File: src/rtl/iir_pkg.sv
// rtl/iir_pkg.sv - widths, types and saturation helper shared by the IIR filter
package iir_pkg;
   localparam int X_W    = 16;
   localparam int COEF_W = 16;
   localparam int FRAC   = 14;
   localparam int DATA_W = 32;
   localparam int ACC_W  = 64;

   typedef logic signed [X_W-1:0]    sample_t;
   typedef logic signed [COEF_W-1:0] coef_t;
   typedef logic signed [DATA_W-1:0] data_t;
   typedef logic signed [ACC_W-1:0]  acc_t;

   localparam acc_t DATA_MAX = 64'sd2147483647;
   localparam acc_t DATA_MIN = -64'sd2147483648;

   function automatic data_t sat32(acc_t v);
      if (v > DATA_MAX)
         return data_t'(32'sh7FFFFFFF);
      else if (v < DATA_MIN)
         return data_t'(32'sh80000000);
      else
         return v[DATA_W-1:0];
   endfunction
endpackage

File: src/rtl/iir_filter_if.sv
// rtl/iir_filter_if.sv - sample stream into and filtered stream out of the IIR filter
interface iir_filter_if;
   import iir_pkg::*;

   sample_t x;
   data_t   y;

   modport master (output x, input y);
   modport slave  (input x, output y);
endinterface

File: src/rtl/iir_biquad.sv
// rtl/iir_biquad.sv - one direct-form-I biquad section with saturated registered output
module iir_biquad
   import iir_pkg::*;
#(
   parameter coef_t B0 = 16'sd16384,
   parameter coef_t B1 = 16'sd0,
   parameter coef_t B2 = 16'sd0,
   parameter coef_t A1 = 16'sd0,
   parameter coef_t A2 = 16'sd0
) (
   input  logic  clk,
   input  logic  rst,
   input  data_t u,
   output data_t w
);
   data_t u1;
   data_t u2;
   data_t w2;
   acc_t  acc;

   // 64-bit operands keep every product and the running sum exact.
   always_comb begin
      acc = acc_t'(B0) * acc_t'(u)
          + acc_t'(B1) * acc_t'(u1)
          + acc_t'(B2) * acc_t'(u2)
          - acc_t'(A1) * acc_t'(w)
          - acc_t'(A2) * acc_t'(w2);
   end

   // Feedback taps hold the saturated values, so a clamped section cannot run away.
   always_ff @(posedge clk or negedge rst) begin
      if (!rst) begin
         u1 <= '0;
         u2 <= '0;
         w  <= '0;
         w2 <= '0;
      end else begin
         u1 <= u;
         u2 <= u1;
         w2 <= w;
         w  <= sat32(acc >>> FRAC);
      end
   end
endmodule

File: src/rtl/iir_filter.sv
// rtl/iir_filter.sv - two cascaded biquad sections, one sample per clock, no handshake
module iir_filter
   import iir_pkg::*;
#(
   parameter coef_t S1_B0 = 16'sd16384,
   parameter coef_t S1_B1 = 16'sd0,
   parameter coef_t S1_B2 = 16'sd0,
   parameter coef_t S1_A1 = -16'sd8192,
   parameter coef_t S1_A2 = 16'sd0,
   parameter coef_t S2_B0 = 16'sd16384,
   parameter coef_t S2_B1 = 16'sd0,
   parameter coef_t S2_B2 = 16'sd0,
   parameter coef_t S2_A1 = 16'sd0,
   parameter coef_t S2_A2 = 16'sd0
) (
   input  logic         clk,
   input  logic         rst,
   iir_filter_if.slave  bus
);
   data_t u0;
   data_t s1;
   data_t w2;

   assign u0 = data_t'(bus.x);

   iir_biquad #(
      .B0(S1_B0), .B1(S1_B1), .B2(S1_B2), .A1(S1_A1), .A2(S1_A2)
   ) u_sec1 (
      .clk (clk),
      .rst (rst),
      .u   (u0),
      .w   (s1)
   );

   iir_biquad #(
      .B0(S2_B0), .B1(S2_B1), .B2(S2_B2), .A1(S2_A1), .A2(S2_A2)
   ) u_sec2 (
      .clk (clk),
      .rst (rst),
      .u   (s1),
      .w   (w2)
   );

   assign bus.y = w2;
endmodule

File: src/flat_wrapper.sv
// flat-port wrapper written by rule: the top's interface ports become plain ports
module iir_filter_flat import iir_pkg::*;
#(
   parameter coef_t S1_B0 = 16'sd16384,
   parameter coef_t S1_B1 = 16'sd0,
   parameter coef_t S1_B2 = 16'sd0,
   parameter coef_t S1_A1 = -16'sd8192,
   parameter coef_t S1_A2 = 16'sd0,
   parameter coef_t S2_B0 = 16'sd16384,
   parameter coef_t S2_B1 = 16'sd0,
   parameter coef_t S2_B2 = 16'sd0,
   parameter coef_t S2_A1 = 16'sd0,
   parameter coef_t S2_A2 = 16'sd0
)
  (clk, rst, bus_x, bus_y);
  iir_filter_if bus_i ();
  input  logic clk;
  input  logic rst;
  input wire logic [$bits(bus_i.x)-1:0] bus_x;
  output wire logic [$bits(bus_i.y)-1:0] bus_y;
  assign bus_i.x = bus_x;
  assign bus_y = bus_i.y;
  iir_filter #(.S1_B0(S1_B0), .S1_B1(S1_B1), .S1_B2(S1_B2), .S1_A1(S1_A1), .S1_A2(S1_A2), .S2_B0(S2_B0), .S2_B1(S2_B1), .S2_B2(S2_B2), .S2_A1(S2_A1), .S2_A2(S2_A2)) u_core (.clk(clk), .rst(rst), .bus(bus_i));
endmodule
File: config.mk
export PLATFORM = sky130hd
export DESIGN_NAME = iir_filter_flat
export DESIGN_NICKNAME = d
export VERILOG_FILES = /design/src/rtl/iir_pkg.sv /design/src/rtl/iir_filter_if.sv /design/src/rtl/iir_biquad.sv /design/src/rtl/iir_filter.sv /design/src/flat_wrapper.sv
export SDC_FILE = /design/constraint.sdc
export NUM_CORES = 1
export LEC_CHECK = 0
export ABC_AREA = 1
export CORE_ASPECT_RATIO = 1.4
export CORE_MARGIN = 4
export CORE_UTILIZATION = 35
export CTS_CLUSTER_DIAMETER = 150
export CTS_CLUSTER_SIZE = 20
export DETAILED_ROUTE_END_ITERATION = 8
export HOLD_SLACK_MARGIN = 0.03
export PLACE_DENSITY = 0.57
export SLEW_MARGIN = 20
export SYNTH_ARGS = -nofsm -noshare
export SYNTH_HDL_FRONTEND = slang
export SYNTH_SLANG_ARGS = --single-unit
File: constraint.sdc
create_clock -name clk -period 10.2 [get_ports clk]
set_input_delay 2.55 -clock clk [delete_from_list [all_inputs] [get_ports clk]]
set_output_delay 2.55 -clock clk [all_outputs]
set_load 0.05 [all_outputs]
==> results by group <==
Drt
  – Initial DRC count: between 500 and 600
  – WL final: 23900 um
  – Top sig layer: met4
  – Met1 WL: slightly below 10000 um
  – Via density: 4.68
  – DR WL met3: 783 um
  – DR pass1 iterations: 5
  – DRT antenna net count: 0
  – Drc violations: 0
  – Routed vias: 7429
  – Drt wl/cell: about 15 um
  – Met2 WL post-DR: between 10000 and 15000 um

Global routing
  – First-pass GRT wire length: 38100 um
  – GRT overflow: 0
  – GRT Overall Usage: 0.201
  – Vias in the first global route: 7295
  – Initial antenna violation count: 0
  – Largest net degree at the start of global routing: 65

Clock tree
  – Worst-path clk slew: about 0.050 ns
  – Later-pin clock latency in the skew report: 0.35 ns
  – Clk buf depth: 2
  – Post_cts resized: 0
  – Htree depth: 3
  – CTS Sinks: 64
  – CTS root buf: clkbuf_16
  – Total CTS buffers: 9
  – CTS tree: done
  – Post-CTS Hold Buffers: 0
  – Postcts setup bufs: 0

Power
  – P_leak: 4.77 nW
  – Peak supply drop: between 0.09 and 0.1 mV
  – Post-route total power: 3.14 mW
  – Power per cell area: 369 nW/um^2

STA
  – Peak Freq: ~0.17 GHz
  – Crit share post-route: 0.575
  – Skew final: 0.00809 ns
  – Relative slew slack: 0.457
  – # setup viols final: 0
  – Minimum clock period: 5.87 ns
  – Worst-margin pin slew: between 0.8 and 0.9 ns
  – Setup slack after layout: 4.33 ns
  – RSZ-0062 raised after global routing: no
  – Slew Limit Fails: 0
  – Final hold violations: 0
  – Setup TNS Final: 0 ns

Placed design
  – Dpl hpwl: between 20000 and 25000 um
  – Routability cong.: roughly 0.98
  – Port bufs: 49
  – Worst slack, placed: 3.97 ns

Critical path
  – FF-to-FF setup slack: 4.36 ns
  – CP dominant cell by count: nand2_1
  – CP arrival: 6.07 ns
  – Reg2Reg Capture Point: u_core.u_sec1.w[23]
  – Crit-path slowest cell: nand2_2
  – Slowest stage delay, CP: roughly 0.52 ns
  – Critical path fanouts, max: 36
  – Worst Reg2Reg Path Length in Cells: 25
  – CP bufs+invs: 2
  – Critical Path Sink: u_core.u_sec1.w[23]
  – Crit path launch: bus_x[15]
  – Startpoint Class: input pin
  – Critical Path RT: 10.40 ns
  – Crit Reg-Reg Startpoint: u_core.u_sec1.w[0]
  – CP delay by family, top: simple AND/OR/NAND/NOR gates
  – Crit Path Class: input pin to flop
  – Crit path cell chain: clkdlybuf4s50_1 > buf_4 > ha_1 > nand2_1 > nor2_1 > nand2_1 > nor3_1 > nand3_1 > nand3_1 > nand2_1 > nand2_1 > nand2_1 > nor2_1 > and2_1 > nand3_1 > nand2_2 > nand2_1
  – WP depth: 17
  – Worst setup EP type: flop

Cells and area
  – Nets: 1390
  – Fin util: 0.400
  – Diodes inserted: 0
  – Area Overhead vs Synth: 12.1%
  – Fillers: 2369
  – Share of cells above drive strength 1: 0.0618

Synthesis
  – Mapped Cells: 1300
  – Yosys top cell by area: nand2_1
  – Ys flop type: dfrtp_1
  – Syn_nets: 1368
  – Synth warn: 0
  – Synth Register Bits: 64
  – Sequential element share of the synthesized area: 0.211
  – EDFF count, synth: 0
  – Top cell type's share of synthesized area: 0.255
  – Cell Area, Synth: 7600 um^2
  – Yosys cell types: 39
  – Mean Syn Cell Area: 5.85 um^2
  – Synth top area cells: nand2_1, dfrtp_1, inv_1, ha_1, xor2_1
  – Async SR Flop Fraction: 1.00

Die
  – Die ar.: 24200 um^2
  – Die Wd: 133 um
  – Row count: 63
  – Height of the die: roughly 180 um
  – I/O Pins: 50
  – Floorplan core area: 21300 um^2
  – Initial Util: 0.357

Run status
  – Outcome: finished, final reports clean

Hold path
  – Hold WC Path Type: flop to flop

Run
  – Max-cap violations: 0
## synth_stat cells (4+ instances only)
library cell,n
nor3_1,15
nand2_1,517
nand3_1,49
nor2_4,4
nand3_2,6
inv_2,4
a21oi_1,38
dfrtp_1,64
nand2_2,15
nor2_2,20
xnor2_1,15
o21ai_0,19
o21bai_1,6
clkbuf_1,31
nand4_1,29
inv_1,250
nor3_2,6
xor2_1,40
nor2_1,91
ha_1,50
## worst reg2reg max path, cell delays in order (launching register included)
cell     delay (ns)
dfrtp_1        0.44
inv_2          0.15
ha_1           0.21
nand3_2        0.15
nor2_2         0.31
nand2_1        0.14
nor2_1         0.28
nand4_1        0.31
nor4b_1        0.72
nand3_1        0.20
xor2_1         0.19
ha_1           0.35
nand2_1        0.12
nor2_1         0.17
inv_1          0.08
nor3_1         0.37
nand3_1        0.18
nand3_1        0.11
nand2_1        0.05
nand2_1        0.13
nand2_1        0.07
nor2_1         0.09
and2_1         0.12
nand3_1        0.08
nand2_2        0.52
nand2_1        0.15
## layout by cell type, fill, tap and decap left out, types with 4 or more instances in the layout
cell	Yosys	layout
a21oi_1	38	38
clkbuf_16	0	9
clkdlybuf4s50_1	0	48
dfrtp_1	64	64
ha_1	50	50
inv_1	250	250
inv_2	4	4
nand2_1	517	517
nand2_2	15	15
nand3_1	49	49
nand3_2	6	6
nand4_1	29	29
nor2_1	91	91
nor2_2	20	20
nor2_4	4	4
nor3_1	15	15
nor3_2	6	6
o21ai_0	19	19
o21bai_1	6	6
xnor2_1	15	15
xor2_1	40	40
## layer usage
metal  up-vias  track usage
met5         -            0
met4         0       0.0944
met3        47       0.0221
met2       142        0.371
met1      3274        0.230
li1       3966            -
## flip-flops by register name, indices dropped and copies added, names as in the netlist
signal           count
u_core.u_sec1.w     32
u_core.u_sec2.w     32
## worst min path at each step
stage / to / slack, ns / from / cells after the start
after detailed placement: u_core.u_sec2.w[18] / 0.39 / u_core.u_sec1.w[18] / 0
final: u_core.u_sec2.w[25] / 0.39 / u_core.u_sec1.w[25] / 0
after global placement: u_core.u_sec2.w[18] / 0.38 / u_core.u_sec1.w[18] / 0
after global routing: u_core.u_sec2.w[18] / 0.41 / u_core.u_sec1.w[18] / 0
after CTS: u_core.u_sec2.w[18] / 0.40 / u_core.u_sec1.w[18] / 0
after floorplan: u_core.u_sec2.w[25] / 0.44 / u_core.u_sec1.w[25] / 1
## power by group
group	internal [mW]	switching, mW	leakage (nW)
Combinational	0.732	1.61	3.90
Clock	0.208	0.116	0.148
Sequential	0.392	0.0901	0.726
Total	1.33	1.81	4.77
## final cells by class
cell class | instances | area [um^2] | area share
Multi-Input combinational cell | 942 | 4830 | 0.567
Sequential cell | 64 | 1600 | 0.188
Inverter | 254 | 953 | 0.112
Timing Repair Buffer | 51 | 500 | 0.0587
Tap cell | 260 | 325 | 0.0382
Clock buffer | 13 | 270 | 0.0317
Clock inverter | 2 | 37.5 | 0.00441
## logic make-up after synthesis
| family | Yosys count | share of synthesized area |
|---|---|---|
| adders and majority gates | 50 | 0.0823 |
| buffers and inverters | 294 | 0.153 |
| DFF | 64 | 0.211 |
| and+or+nand+nor | 768 | 0.440 |
| AOI/OAI and AO/OA | 69 | 0.0502 |
| xor gates and xnor gates | 55 | 0.0634 |
## metrics by stage
step | instances | hold slack (ns) | area, um^2
2_1_floorplan | 1300 | 0.444 | 7600
3_3_place_gp | 1571 | 0.384 | 8210
3_5_place_dp | 1571 | 0.389 | 8210
4_1_cts | 1586 | 0.400 | 8520
5_1_grt | 1586 | 0.405 | 8520
6_report | 1586 | 0.395 | 8520
(Power assumes the default switching activity.)
